==> config.mk <==
export PLATFORM = sky130hd
export DESIGN_NAME = rgb_stream_deserializer
export DESIGN_NICKNAME = d
export VERILOG_FILES = /design/src/rtl/rgb_deser_pkg.sv /design/src/rtl/pixel_out_reg.sv /design/src/rtl/rgb_stream_deserializer.sv
export SDC_FILE = /design/constraint.sdc
export NUM_CORES = 1
export LEC_CHECK = 0
export BUFFER_PORTS_ARGS = -buffer_cell sky130_fd_sc_hd__buf_2
export CORE_ASPECT_RATIO = 1.2
export CORE_MARGIN = 2
export CORE_UTILIZATION = 45
export CTS_BUF_LIST = sky130_fd_sc_hd__clkbuf_8
export CTS_CLUSTER_DIAMETER = 100
export CTS_CLUSTER_SIZE = 28
export DETAILED_ROUTE_END_ITERATION = 10
export HOLD_SLACK_MARGIN = 0.1
export PLACE_DENSITY = 0.71
export SYNTH_ARGS = -nofsm -noshare
export SYNTH_HDL_FRONTEND = slang
export SYNTH_SLANG_ARGS = --single-unit
==> constraint.sdc <==
create_clock -name clk -period 1.99 [get_ports clk]
set_input_delay 0.2985 -clock clk [delete_from_list [all_inputs] [get_ports clk]]
set_output_delay 0.2985 -clock clk [all_outputs]
set_load 0.01 [all_outputs]
==> src/rtl/rgb_deser_pkg.sv <==
// Shared types and sizing helpers for the RGB byte-stream deserializer.
package rgb_deser_pkg;

    typedef enum logic [1:0] {
        IDLE    = 2'd0,
        RECV    = 2'd1,
        DISCARD = 2'd2
    } deser_state_t;

    typedef struct packed {
        logic [7:0] r;
        logic [7:0] g;
        logic [7:0] b;
    } rgb_pix_t;

    localparam int STAT_W = 16;

    // Width of a counter that indexes 0..n-1, never narrower than one bit.
    function automatic int cnt_width(input int n);
        return (n > 1) ? $clog2(n) : 1;
    endfunction

    localparam int DEF_COL_W = cnt_width(320);
    localparam int DEF_ROW_W = cnt_width(240);

endpackage

==> src/rtl/pixel_out_reg.sv <==
// One-entry output register holding a pixel and its line/frame markers
// behind a valid/ready handshake.
module pixel_out_reg
    import rgb_deser_pkg::*;
(
    input  logic        clk_i,
    input  logic        reset_ni,
    input  logic        load_i,
    input  rgb_pix_t    pix_i,
    input  logic        sof_i,
    input  logic        sol_i,
    input  logic        eof_i,
    input  logic        ready_i,
    output logic        valid_o,
    output logic [23:0] data_o,
    output logic        sof_o,
    output logic        sol_o,
    output logic        eof_o,
    output logic        stall_o
);

    logic     full_q, full_d;
    rgb_pix_t pix_q, pix_d;
    logic     sof_q, sof_d;
    logic     sol_q, sol_d;
    logic     eof_q, eof_d;

    always_comb begin
        full_d = full_q;
        pix_d  = pix_q;
        sof_d  = sof_q;
        sol_d  = sol_q;
        eof_d  = eof_q;
        // The producer only loads when not stalled, so a load always wins.
        if (load_i) begin
            full_d = 1'b1;
            pix_d  = pix_i;
            sof_d  = sof_i;
            sol_d  = sol_i;
            eof_d  = eof_i;
        end else if (ready_i) begin
            full_d = 1'b0;
        end
    end

    always_ff @(posedge clk_i or negedge reset_ni) begin
        if (!reset_ni) begin
            full_q <= 1'b0;
            pix_q  <= '0;
            sof_q  <= 1'b0;
            sol_q  <= 1'b0;
            eof_q  <= 1'b0;
        end else begin
            full_q <= full_d;
            pix_q  <= pix_d;
            sof_q  <= sof_d;
            sol_q  <= sol_d;
            eof_q  <= eof_d;
        end
    end

    assign valid_o = full_q;
    assign data_o  = pix_q;
    assign sof_o   = sof_q;
    assign sol_o   = sol_q;
    assign eof_o   = eof_q;
    assign stall_o = full_q && !ready_i;

endmodule

==> src/rtl/rgb_stream_deserializer.sv <==
// Packs an R,G,B byte stream into 24-bit pixels with SOF/SOL/EOF markers and
// checks frame geometry. Good/bad frame counters exist only with RGB_DESER_STATS_EN.
//
// state   | meaning
// IDLE    | waiting for s_sop; other bytes dropped
// RECV    | assembling pixels, byte index 0->1->2
// DISCARD | frame overran; drop bytes until s_eop
module rgb_stream_deserializer
    import rgb_deser_pkg::*;
#(
    parameter int IMG_W = 320,
    parameter int IMG_H = 240
) (
    input  logic        clk,
    input  logic        reset_n,
    input  logic [7:0]  s_data,
    input  logic        s_valid,
    output logic        s_ready,
    input  logic        s_sop,
    input  logic        s_eop,
    output logic [23:0] m_data,
    output logic        m_valid,
    input  logic        m_ready,
    output logic        m_sof,
    output logic        m_sol,
    output logic        m_eof,
    output logic        err_short,
    output logic        err_long,
    output logic [15:0] frame_cnt,
    output logic [15:0] err_cnt
);

    localparam int COL_W = cnt_width(IMG_W);
    localparam int ROW_W = cnt_width(IMG_H);
    localparam logic [COL_W-1:0] COL_LAST = COL_W'(IMG_W - 1);
    localparam logic [ROW_W-1:0] ROW_LAST = ROW_W'(IMG_H - 1);

    deser_state_t     state_q, state_d;
    logic [1:0]       idx_q, idx_d;
    logic [COL_W-1:0] col_q, col_d;
    logic [ROW_W-1:0] row_q, row_d;
    logic [7:0]       r_q, r_d;
    logic [7:0]       g_q, g_d;
    logic             err_short_q, err_short_d;
    logic             err_long_q, err_long_d;

    logic     accept;
    logic     stall;
    logic     load;
    rgb_pix_t pix;
    logic     pix_sof, pix_sol, pix_eof;
    logic     good_frame;

    // Only the B byte can be blocked; it is the one that needs the output slot.
    assign s_ready = !((state_q == RECV) && (idx_q == 2'd2) && stall);
    assign accept  = s_valid && s_ready;

    always_comb begin
        state_d     = state_q;
        idx_d       = idx_q;
        col_d       = col_q;
        row_d       = row_q;
        r_d         = r_q;
        g_d         = g_q;
        err_short_d = 1'b0;
        err_long_d  = 1'b0;
        load        = 1'b0;
        pix.r       = r_q;
        pix.g       = g_q;
        pix.b       = s_data;
        pix_sof     = (col_q == '0) && (row_q == '0);
        pix_sol     = (col_q == '0);
        pix_eof     = 1'b0;
        good_frame  = 1'b0;

        case (state_q)
            IDLE: begin
                if (accept && s_sop) begin
                    if (s_eop) begin
                        err_short_d = 1'b1;
                    end else begin
                        state_d = RECV;
                        r_d     = s_data;
                        idx_d   = 2'd1;
                        col_d   = '0;
                        row_d   = '0;
                    end
                end
            end

            RECV: begin
                if (accept) begin
                    if (s_sop) begin
                        // Restart: the sop byte is R of pixel 0 of the new frame.
                        err_short_d = 1'b1;
                        col_d       = '0;
                        row_d       = '0;
                        if (s_eop) begin
                            state_d = IDLE;
                        end else begin
                            r_d   = s_data;
                            idx_d = 2'd1;
                        end
                    end else if (idx_q == 2'd0) begin
                        r_d   = s_data;
                        idx_d = 2'd1;
                        if (s_eop) begin
                            err_short_d = 1'b1;
                            state_d     = IDLE;
                        end
                    end else if (idx_q == 2'd1) begin
                        g_d   = s_data;
                        idx_d = 2'd2;
                        if (s_eop) begin
                            err_short_d = 1'b1;
                            state_d     = IDLE;
                        end
                    end else begin
                        load  = 1'b1;
                        idx_d = 2'd0;
                        if (col_q == COL_LAST) begin
                            col_d = '0;
                            row_d = row_q + ROW_W'(1);
                        end else begin
                            col_d = col_q + COL_W'(1);
                        end
                        if ((col_q == COL_LAST) && (row_q == ROW_LAST)) begin
                            if (s_eop) begin
                                pix_eof    = 1'b1;
                                good_frame = 1'b1;
                                state_d    = IDLE;
                            end else begin
                                err_long_d = 1'b1;
                                state_d    = DISCARD;
                            end
                        end else if (s_eop) begin
                            err_short_d = 1'b1;
                            state_d     = IDLE;
                        end
                    end
                end
            end

            DISCARD: begin
                if (accept && s_eop) begin
                    state_d = IDLE;
                end
            end

            default: state_d = IDLE;
        endcase
    end

    always_ff @(posedge clk or negedge reset_n) begin
        if (!reset_n) begin
            state_q     <= IDLE;
            idx_q       <= 2'd0;
            col_q       <= '0;
            row_q       <= '0;
            r_q         <= 8'd0;
            g_q         <= 8'd0;
            err_short_q <= 1'b0;
            err_long_q  <= 1'b0;
        end else begin
            state_q     <= state_d;
            idx_q       <= idx_d;
            col_q       <= col_d;
            row_q       <= row_d;
            r_q         <= r_d;
            g_q         <= g_d;
            err_short_q <= err_short_d;
            err_long_q  <= err_long_d;
        end
    end

    assign err_short = err_short_q;
    assign err_long  = err_long_q;

    pixel_out_reg u_out (
        .clk_i    (clk),
        .reset_ni (reset_n),
        .load_i   (load),
        .pix_i    (pix),
        .sof_i    (pix_sof),
        .sol_i    (pix_sol),
        .eof_i    (pix_eof),
        .ready_i  (m_ready),
        .valid_o  (m_valid),
        .data_o   (m_data),
        .sof_o    (m_sof),
        .sol_o    (m_sol),
        .eof_o    (m_eof),
        .stall_o  (stall)
    );

`ifdef RGB_DESER_STATS_EN
    logic [STAT_W-1:0] frame_cnt_q;
    logic [STAT_W-1:0] err_cnt_q;

    always_ff @(posedge clk or negedge reset_n) begin
        if (!reset_n) begin
            frame_cnt_q <= '0;
            err_cnt_q   <= '0;
        end else begin
            if (good_frame) begin
                frame_cnt_q <= frame_cnt_q + STAT_W'(1);
            end
            if (err_short_d || err_long_d) begin
                err_cnt_q <= err_cnt_q + STAT_W'(1);
            end
        end
    end

    assign frame_cnt = frame_cnt_q;
    assign err_cnt   = err_cnt_q;
`else
    logic stats_unused;
    assign stats_unused = good_frame;
    assign frame_cnt    = '0;
    assign err_cnt      = '0;
`endif

endmodule

# Word level (Yosys, flattened, before mapping)
# Index checks and enable logic that the tools add are counted.
# totals
output_inout_bits	63
word_cells	123
regBits	67
# classes
n_mux	68
reduce_logical	22
bitwise_logic	2
eq_ne	14
add_sub_neg	2
# ops
cell	count
8-bit two-way mux	12
9-bit two-way mux	7
2-bit two-way mux	16
8-bit case mux with 2 select lines	2
1-bit two-way mux	27
9-bit case mux with 2 select lines	1
9-bit by 1-bit adder with 9-bit output (second input constant)	1
9-bit equality test (second input constant)	1
9-bit logical NOT	1
8-bit by 1-bit adder with 8-bit output (second input constant)	1
8-bit equality test (second input constant)	1
1-bit logical AND	8
8-bit logical NOT	1
2-bit inequality test (second input constant)	4
4-bit AND reduction	2
7-bit AND reduction	1
3-bit by 2-bit inequality test with 1-bit output (second input constant)	2
3-bit inequality test (second input constant)	2
2-bit case mux with 3 select lines	1
6-bit AND reduction	1
5-bit AND reduction	1
2-bit by 1-bit equality test with 1-bit output (second input constant)	2
2-bit equality test (second input constant)	2
2-bit logical NOT	2
other kinds (6)	9

# Longest topological paths before layout
# Gate-level depths: netlist (run 1).
# depth
word_depth	8
ltp_mapped	7
depth_no_buf	5

# By module
# Synthesis (run 1) repeated with hierarchy kept, for this count alone.
# unflattened
cells_unflattened	297
area_unflattened_um2	3534.6
# modules_own_cells
module	seq_area_each_um2	area_per_inst_um2	cells_each	n_inst
rgb_stream_deserializer	975.9	2394.8	237	1
pixel_out_reg	700.7	1139.8	60	1

# Least setup slack after synthesis (run 1)
# OpenSTA, ideal clock, no wires.
# synth_path
path_type	register to register
start	reg col_q[0]
end	reg row_q[7]
required_time_ns	1.872
t_arrival_ns	1.726
stages_incl_launch_ff	6
path_slack_ns	0.145
path_buffers	0
cell_sequence	dfrtp_1 ha_1 nand4_1 or4_1 a211o_1 a21o_1
# synth_via
elab_chain_len	3
# synth_lines
element	line	text
start, declared	rgb_stream_deserializer.sv:40	logic [COL_W-1:0] col_q, col_d;
start signal, assigned	rgb_stream_deserializer.sv:167	col_q <= col_d;
9-bit equality test	rgb_stream_deserializer.sv:121	if (col_q == COL_LAST) begin
3-bit by 2-bit inequality test with 1-bit output (no source line)	--	
7-bit AND reduction (no source line)	--	
end signal, assigned	rgb_stream_deserializer.sv:168	row_q <= row_d;
end, declared	rgb_stream_deserializer.sv:41	logic [ROW_W-1:0] row_q, row_d;
# Every way passes these cells.
# A chain may end at the register's enable or synchronous reset.

# Final worst setup path (run 1)
# Same ends and word-level chain as after synthesis.

==> results.txt, run 1 <==
The first-pass iteration count of the detailed router came out at 4. The combined global-route utilization of all metal layers is 18.74%. The power share of the clock group came out at 30.7%.

In this run the clock root is driven by a clkbuf_8. The post-route antenna net violation count is 0. The share of synthesized registers carrying an async set or reset is 100.0%. The net count reported at finish came out at 429. The total number of yosys warnings came out at 0.

Setup repair after global routing left no endpoint under its margin. The maximum number of pins on one net before global-route repair came out at 68. The wire length of the first global-routing pass came out at 12.32 mm. The distinct cell type count of the synthesized netlist came out at 46. The proportion of total power due to net switching came out at 30.68%. Of all nets on the critical path, the largest fanout is 5. The filler cell count is 664. The largest clock skew in the final design is 7.832 ps. The sort of element at the end of the critical path is a flop. The starting utilization of the core area is 46.42%. The data arrival time at the worst-slack endpoint came out at 2120 ps. Clock latency on the worst-skew pair, taken at its later pin, is 350 ps.

0 antenna diodes ended up in the layout. Buffers inserted during clock tree synthesis total 9. Dividing the detail-routed via count by the number of cells gives 5.121. The combinational share of power is 22.8%. Setup violations remaining at the end of the flow were counted as 0. The width of the die came out at 82.85 µm. The number of buffer cells added on primary ports came out at 44.

The share of post-route cells with drive strength above 1 came out at 24.28%. The number of global-route vias before repair is 2564. The max-cap violation count came out at 0.

The placeable core region came out at 7232 µm². The most used flip-flop cell after synthesis is dfrtp_1. The number of hold-slack violations in the final timing report is 0. The average cell area after synthesis came out at 9.591 µm². The final HPWL from detailed placement came out at 5.073 mm. The minimum clock period came out at 1878 ps.

The H-tree was split into 3 levels. By startpoint and endpoint, the worst setup path is classified as reg2reg. The power per cell area is 1083 nW/µm². The flow ran to the end, and the final reports show no timing, DRC or antenna violations. The number of buffers on the longest clock path is 2. The aggregate global routing overflow is 0. STA classifies the critical path startpoint as a flop. The vertical die dimension came out at 98.62 µm. The top achievable clock speed came out at 532.6 MHz. The setup TNS is 0 ps.

The detailed-route via count is 2591. For this design the static power due to leakage is 0.001971 µW. The clock sink count is 67. Clock-pin slew was measured on the worst setup and hold paths at 80 ps. The total of flip-flops plus latches after synthesis is 67. The TritonCTS clock tree is done. The number of remaining DRC errors is 0. The row count is 34. Sequential cells burn 46.6% of the power. The setup slack at placement is 117.1 ps.

Across the VDD grid, the largest voltage drop is 758.0 µV. The floorplan step defined a die boundary enclosing 8170 µm². STA puts the critical path data required time at 2240 ps. The number of placed I/O pins came out at 77. The combined area of all synthesized cells is 3357 µm².

The worst path uses 94.35% of the clock period. The path class of the tightest hold or removal check is in2reg. The wire length after detailed routing is 7.187 mm. After detailed routing, the average wire length per cell comes to 14.20 µm.

Summed over all nets, the switching power comes to 1296 µW. The max-slew violation count was 0. The number of antenna violations at the first check in global routing is 0. The count of mapped cells out of synthesis came out at 350.

The internal power of the cells is 2928 µW. The count of flip-flops with a built-in enable after synthesis came out at 0. Sequential cells were found to cover 49.94% of the synthesized design area.

The congestion estimate from routability-driven global placement came to 0.9176. The setup check on the worst reg-to-reg path leaves a slack of 110 ps. The final worst-path setup slack is 112.4 ps.

The relative area change from synthesis to final layout came out at 16.18%. The violation count after the first detailed-routing iteration came out at 179.
## cell families after synthesis
family	count (synthesis)	share of synthesized area, %
flops	67	49.94
compound gates	50	9.840
buf+inv	59	10.70
fa+ha+maj	4	1.491
mux	18	5.963
other cells	1	0.1117
simple gates	151	21.95
## critical path, cell delays in order (launching register included)
cell	delay, ps
dfrtp_1	410
ha_1	190
nand4_1	130
or4_1	560
a211o_1	310
a21o_1	170
## stage by stage
stage	instance area, µm²	power [µW]	utilization, %	cells	hold WS (ps)
6_report	3900	4224	53.93	506	158.0
3_3_place_gp	3636	2916	50.28	486	346.7
2_1_floorplan	3473	2566	-	381	2.909
3_5_place_dp	3636	2950	50.28	486	344.5
5_1_grt	3900	4490	53.93	506	158.6
4_1_cts	3871	4251	53.53	503	145.8
## flip-flops by register name (all words and copies together) (netlist names)
signal         cells
u_out.data_o      24
col_q              9
g_q                8
r_q                8
row_q              8
idx_q              2
state_q            2
err_long           1
err_short          1
u_out.eof_o        1
u_out.sof_o        1
u_out.sol_o        1
u_out.valid_o      1
## cell usage in the layout, fill, tap and decap left out, types with 3 or more instances in the layout
cell type  synthesis  layout
a21oi_1            5       5
a211oi_1           6       6
and3_1             5       5
o31ai_1            5       5
and2_1             3       3
nand3_1            7       7
nand2_1           93      93
buf_2              1      44
o21ai_0           16      16
nor2_1             7       7
clkbuf_8           0      10
or4_1              3       3
buf_4             32      19
o22ai_1            3       3
nor3_1             4       4
nand4_1            9       9
nand4b_1           3       3
inv_1             13      13
a31oi_1            4       4
mux2_2            16      16
ha_1               4       4
a21o_1             3       3
dfrtp_1           67      67
conb_1             1      32
## power by group through the flow
stage / logic [µW] / clock network (µW) / registers [µW]
after global routing: 1090 / 1380 / 2020
after floorplan: 498 / 0 / 2070
final: 962 / 1300 / 1970
after global placement: 936 / 0 / 1980
after detailed placement: 964 / 0 / 1990
after CTS: 967 / 1320 / 1970
## final timing paths
check	from	endpoint	cells after the start
worst min-delay path	m_ready	u_out.valid_o$_DFFE_PN0P_	2
min in group asynchronous	reset_n	col_q[8]$_DFFE_PN0P_	3
worst min register to register	r_q[0]$_DFFE_PN0P_	u_out.data_o[16]$_DFFE_PN0P_	2
worst max register to register	col_q[0]$_DFFE_PN0P_	row_q[7]$_DFFE_PN0P_	5
max in group asynchronous	reset_n	g_q[2]$_DFFE_PN0P_	3
worst max-delay path	col_q[0]$_DFFE_PN0P_	row_q[7]$_DFFE_PN0P_	5
## metal layers
metal	track usage (%)	routed length [µm]	vias up
li1	-	-	1259
met1	25.19	3204	1236
met2	29.34	3471	87
met3	4.523	388	9
met4	7.692	123	0
met5	0	0	-
## synthesized netlist by cell type, types with 2 or more instances
cell	instances	area share, %
nand2_1	93	10
dfrtp_1	67	50
buf_4	32	7.2
mux2_2	16	5.4
o21ai_0	16	2.4
inv_1	13	1.5
clkbuf_1	10	1.1
nand4_1	9	1.7
nand3_1	7	1.0
nor2_1	7	0.78
a211oi_1	6	1.3
a21oi_1	5	0.75
and3_1	5	0.93
o31ai_1	5	1.1
a31oi_1	4	0.75
ha_1	4	1.5
nor3_1	4	0.60
a21o_1	3	0.67
and2_1	3	0.56
nand4b_1	3	0.78
o22ai_1	3	0.56
or4_1	3	0.67
a211o_1	2	0.52
and4_1	2	0.52
buf_6	2	0.67
mux2i_1	2	0.60
nand4bb_1	2	0.67
nor2b_1	2	0.37
nor4_1	2	0.37
or3b_2	2	0.52
## repair_timing
| action | 4_1_cts | 5_1_grt |
|---|---|---|
| resized for setup | 0 | 1 |
| endpoints found under the setup margin | 0 | 28 |
| setup buffers | 0 | 3 |
| hold buffers | 1 | 0 |
| hold endpoints to repair | 67 | 0 |
## final cells by class
| class | count | area, µm² | share of cell area (%) |
|---|---|---|---|
| multi-input combinational | 255 | 1444 | 37.02 |
| sequential | 67 | 1677 | 42.99 |
| tap | 90 | 112.6 | 2.887 |
| clock buffer | 10 | 137.6 | 3.529 |
| inverter | 13 | 48.80 | 1.251 |
| clock inverter | 6 | 87.58 | 2.246 |
| timing repair buffer | 65 | 392.9 | 10.07 |
Note: power is estimated with default switching activity, not from simulation.
==> run 2, diff against run 1 <==
Settings changed: RECOVER_POWER from default to 100.
==> run 2 against run 1 <==
Setup slack gained 3.6 ps. Flip-flop and latch count unchanged. Critical path type unchanged. Global-route usage did not move. Combinational power down 7.8%. Sequential share of layout area is 0.79 points higher. Final cell count unchanged. Largest power group unchanged. Die area unchanged. Critical path depth is the same. Critical endpoint unchanged. First-iteration DRC count grew 7.3%.
==> results.txt, run 2 (synthesis results as in run 1) <==
The flow ran to the end, and the final reports show no timing, DRC or antenna violations. The routed design has 7.169 mm of wire. The headroom to the max-slew limit came out at 39.27%. The vertical die dimension is 98.62 µm. The die is 82.85 µm wide. The violation count after the first detailed-routing iteration came out at 192.

The max-slew violation count came out at 0. The data arrival time at the worst-slack endpoint came out at 2120 ps. The die covers 8170 µm². The number of buffer cells added on primary ports came out at 44. The routed length per placed instance is 14.17 µm. The top cell types in the final layout, fill and taps aside, are nand2_1, dfrtp_1, clkbuf_1. The total overflow left after global routing is 0. The post-route antenna net violation count came out at 0. The H-tree depth came out at 3. The required arrival time at the worst endpoint is 2240 ps.

Timing would allow up to 533.6 MHz. The starting utilization of the core area came out at 46.42%. The setup TNS is 0 ps. The flip-flop count of the largest register after layout is 24. After filler insertion, the fill cell instance count of the layout stands at 682. 0 antenna diodes ended up in the layout. The slew at the pin with the worst max-slew slack came out at 911.0 ps. Leaving out fill and tap cells, the most frequent cell in the layout is nand2_1. The max-cap violation count is 0. The congestion estimate from routability-driven global placement came to 0.9176. The final worst-path setup slack came out at 116.0 ps.

The worst setup path is launched from a flop. The number of buffers on the longest clock path is 2. STA classifies the critical path endpoint as a flop. In this run the worst hold path is classified as in2reg.

The worst voltage drop across the vdd grid is 741.3 µV. The setup slack at placement came out at 117.1 ps. The number of hold-slack violations in the final timing report came out at 0. 77 I/O pins were placed.

The pre-antenna-repair detailed-routing pass consisted of 4 iterations. The clock transition at the registers of the reported paths is 80 ps. The final HPWL from detailed placement is 5.073 mm.

The number of global-route vias before repair came out at 2564. The clock net in this run drives a total of 67 sinks. The filler-free cell count of the finished design is 506.

Cells with a size suffix above 1 make up 16.11% of the layout. Hold timing on the final database bottoms out at a slack of 157.3 ps. From synthesis to final layout, the design area changed by 14.09%.

TritonCTS built the clock tree. The via-per-instance ratio is 5.172. The worst setup path is of the reg2reg kind. The final route contains 2617 vias. The first global-routing pass estimated 12.32 mm of wire. The number of buffers added by the clock tree synthesis step is 9. The leakage component of the power came out at 0.001836 µW.

At the later pin of the worst-skew pair, clock insertion delay measures 350 ps. The number of antenna violations at the first check in global routing came out at 0. Entering global routing, the biggest net connects 68 pins. The clock root buffer is clkbuf_8. Along the worst path, the maximum fanout reaches 5. The combined global-route utilization of all metal layers came out at 18.74%. In the finished design, the share of the clock period the worst path needs comes to 94.17%.

Setup violations remaining at the end of the flow were counted as 0. The largest clock skew in the final design is 7.863 ps. The total area inside the core boundary comes to 7232 µm². The number of remaining DRC errors is 0. Setup repair after global routing left no endpoint under its margin. The minimum clock period came out at 1874 ps.

The placed cell count came out at 486. For this design the ratio of total power to cell area is 1085 nW/µm². The row count is 34. The net count reported at finish came out at 429.
-- run 2: cell count changes in the layout (fill, tap and decap cells not counted) --
cell | previous run | this run
buf_12 | 1 | 0
buf_2 | 44 | 13
buf_4 | 19 | 13
clkbuf_1 | 0 | 34
clkbuf_2 | 0 | 3
clkbuf_4 | 0 | 1
-- run 2: report_power, final --
| group | internal, µW | total (µW) | switching, µW |
|---|---|---|---|
| registers | 1750 | 1970 | 227 |
| clock network | 742 | 1300 | 555 |
| logic | 368 | 887 | 519 |
| total | 2860 | 4160 | 1300 |
-- run 2: timing repair --
item,in CTS,in global routing
resized for setup,0,1
setup buffers,0,3
hold buffers,1,0
setup endpoints to repair,0,28
hold endpoints to repair,67,0
-- run 2: layout make-up --
class	count	area [µm²]	area share, %
Inverter	13	48.80	1.274
Sequential cell	67	1677	43.78
Timing Repair Buffer	65	322.8	8.429
Multi-Input combinational cell	255	1444	37.70
Clock buffer	10	137.6	3.594
Clock inverter	6	87.58	2.287
Tap cell	90	112.6	2.940
-- run 2: stage by stage --
step	util, %	area, µm²	total power, µW
CTS	53.53	3871	4251
finish	52.96	3830	4157
global route	52.96	3830	4420
floorplan	-	3473	2566
detailed placement	50.28	3636	2950
global placement	50.28	3636	2916
-- run 2: per-layer routing --
metal	up-vias	track usage, %	part of all wire [%]
met2	79	29.34	49
li1	1256	-	-
met3	9	4.523	5.1
met1	1273	25.19	44
met4	0	7.692	1.7
met5	-	0	0
-- run 2: final timing paths --
kind                                      startpoint                            to  slack [ps]  cells past startpoint
worst min-delay path                         m_ready     u_out.valid_o$_DFFE_PN0P_         160                      2
max in group asynchronous                    reset_n            g_q[2]$_DFFE_PN0P_         690                      3
worst min register to register    r_q[0]$_DFFE_PN0P_  u_out.data_o[16]$_DFFE_PN0P_         470                      2
worst max register to register  col_q[0]$_DFFE_PN0P_          row_q[7]$_DFFE_PN0P_         120                      5
min in group asynchronous                    reset_n          col_q[8]$_DFFE_PN0P_         710                      3
worst max-delay path            col_q[0]$_DFFE_PN0P_          row_q[7]$_DFFE_PN0P_         120                      5
-- run 2: critical path, cell delays in order (launching register included) --
cell     delay, ps
dfrtp_1        410
ha_1           190
nand4_1        130
or4_1          560
a211o_1        310
a21o_1         170
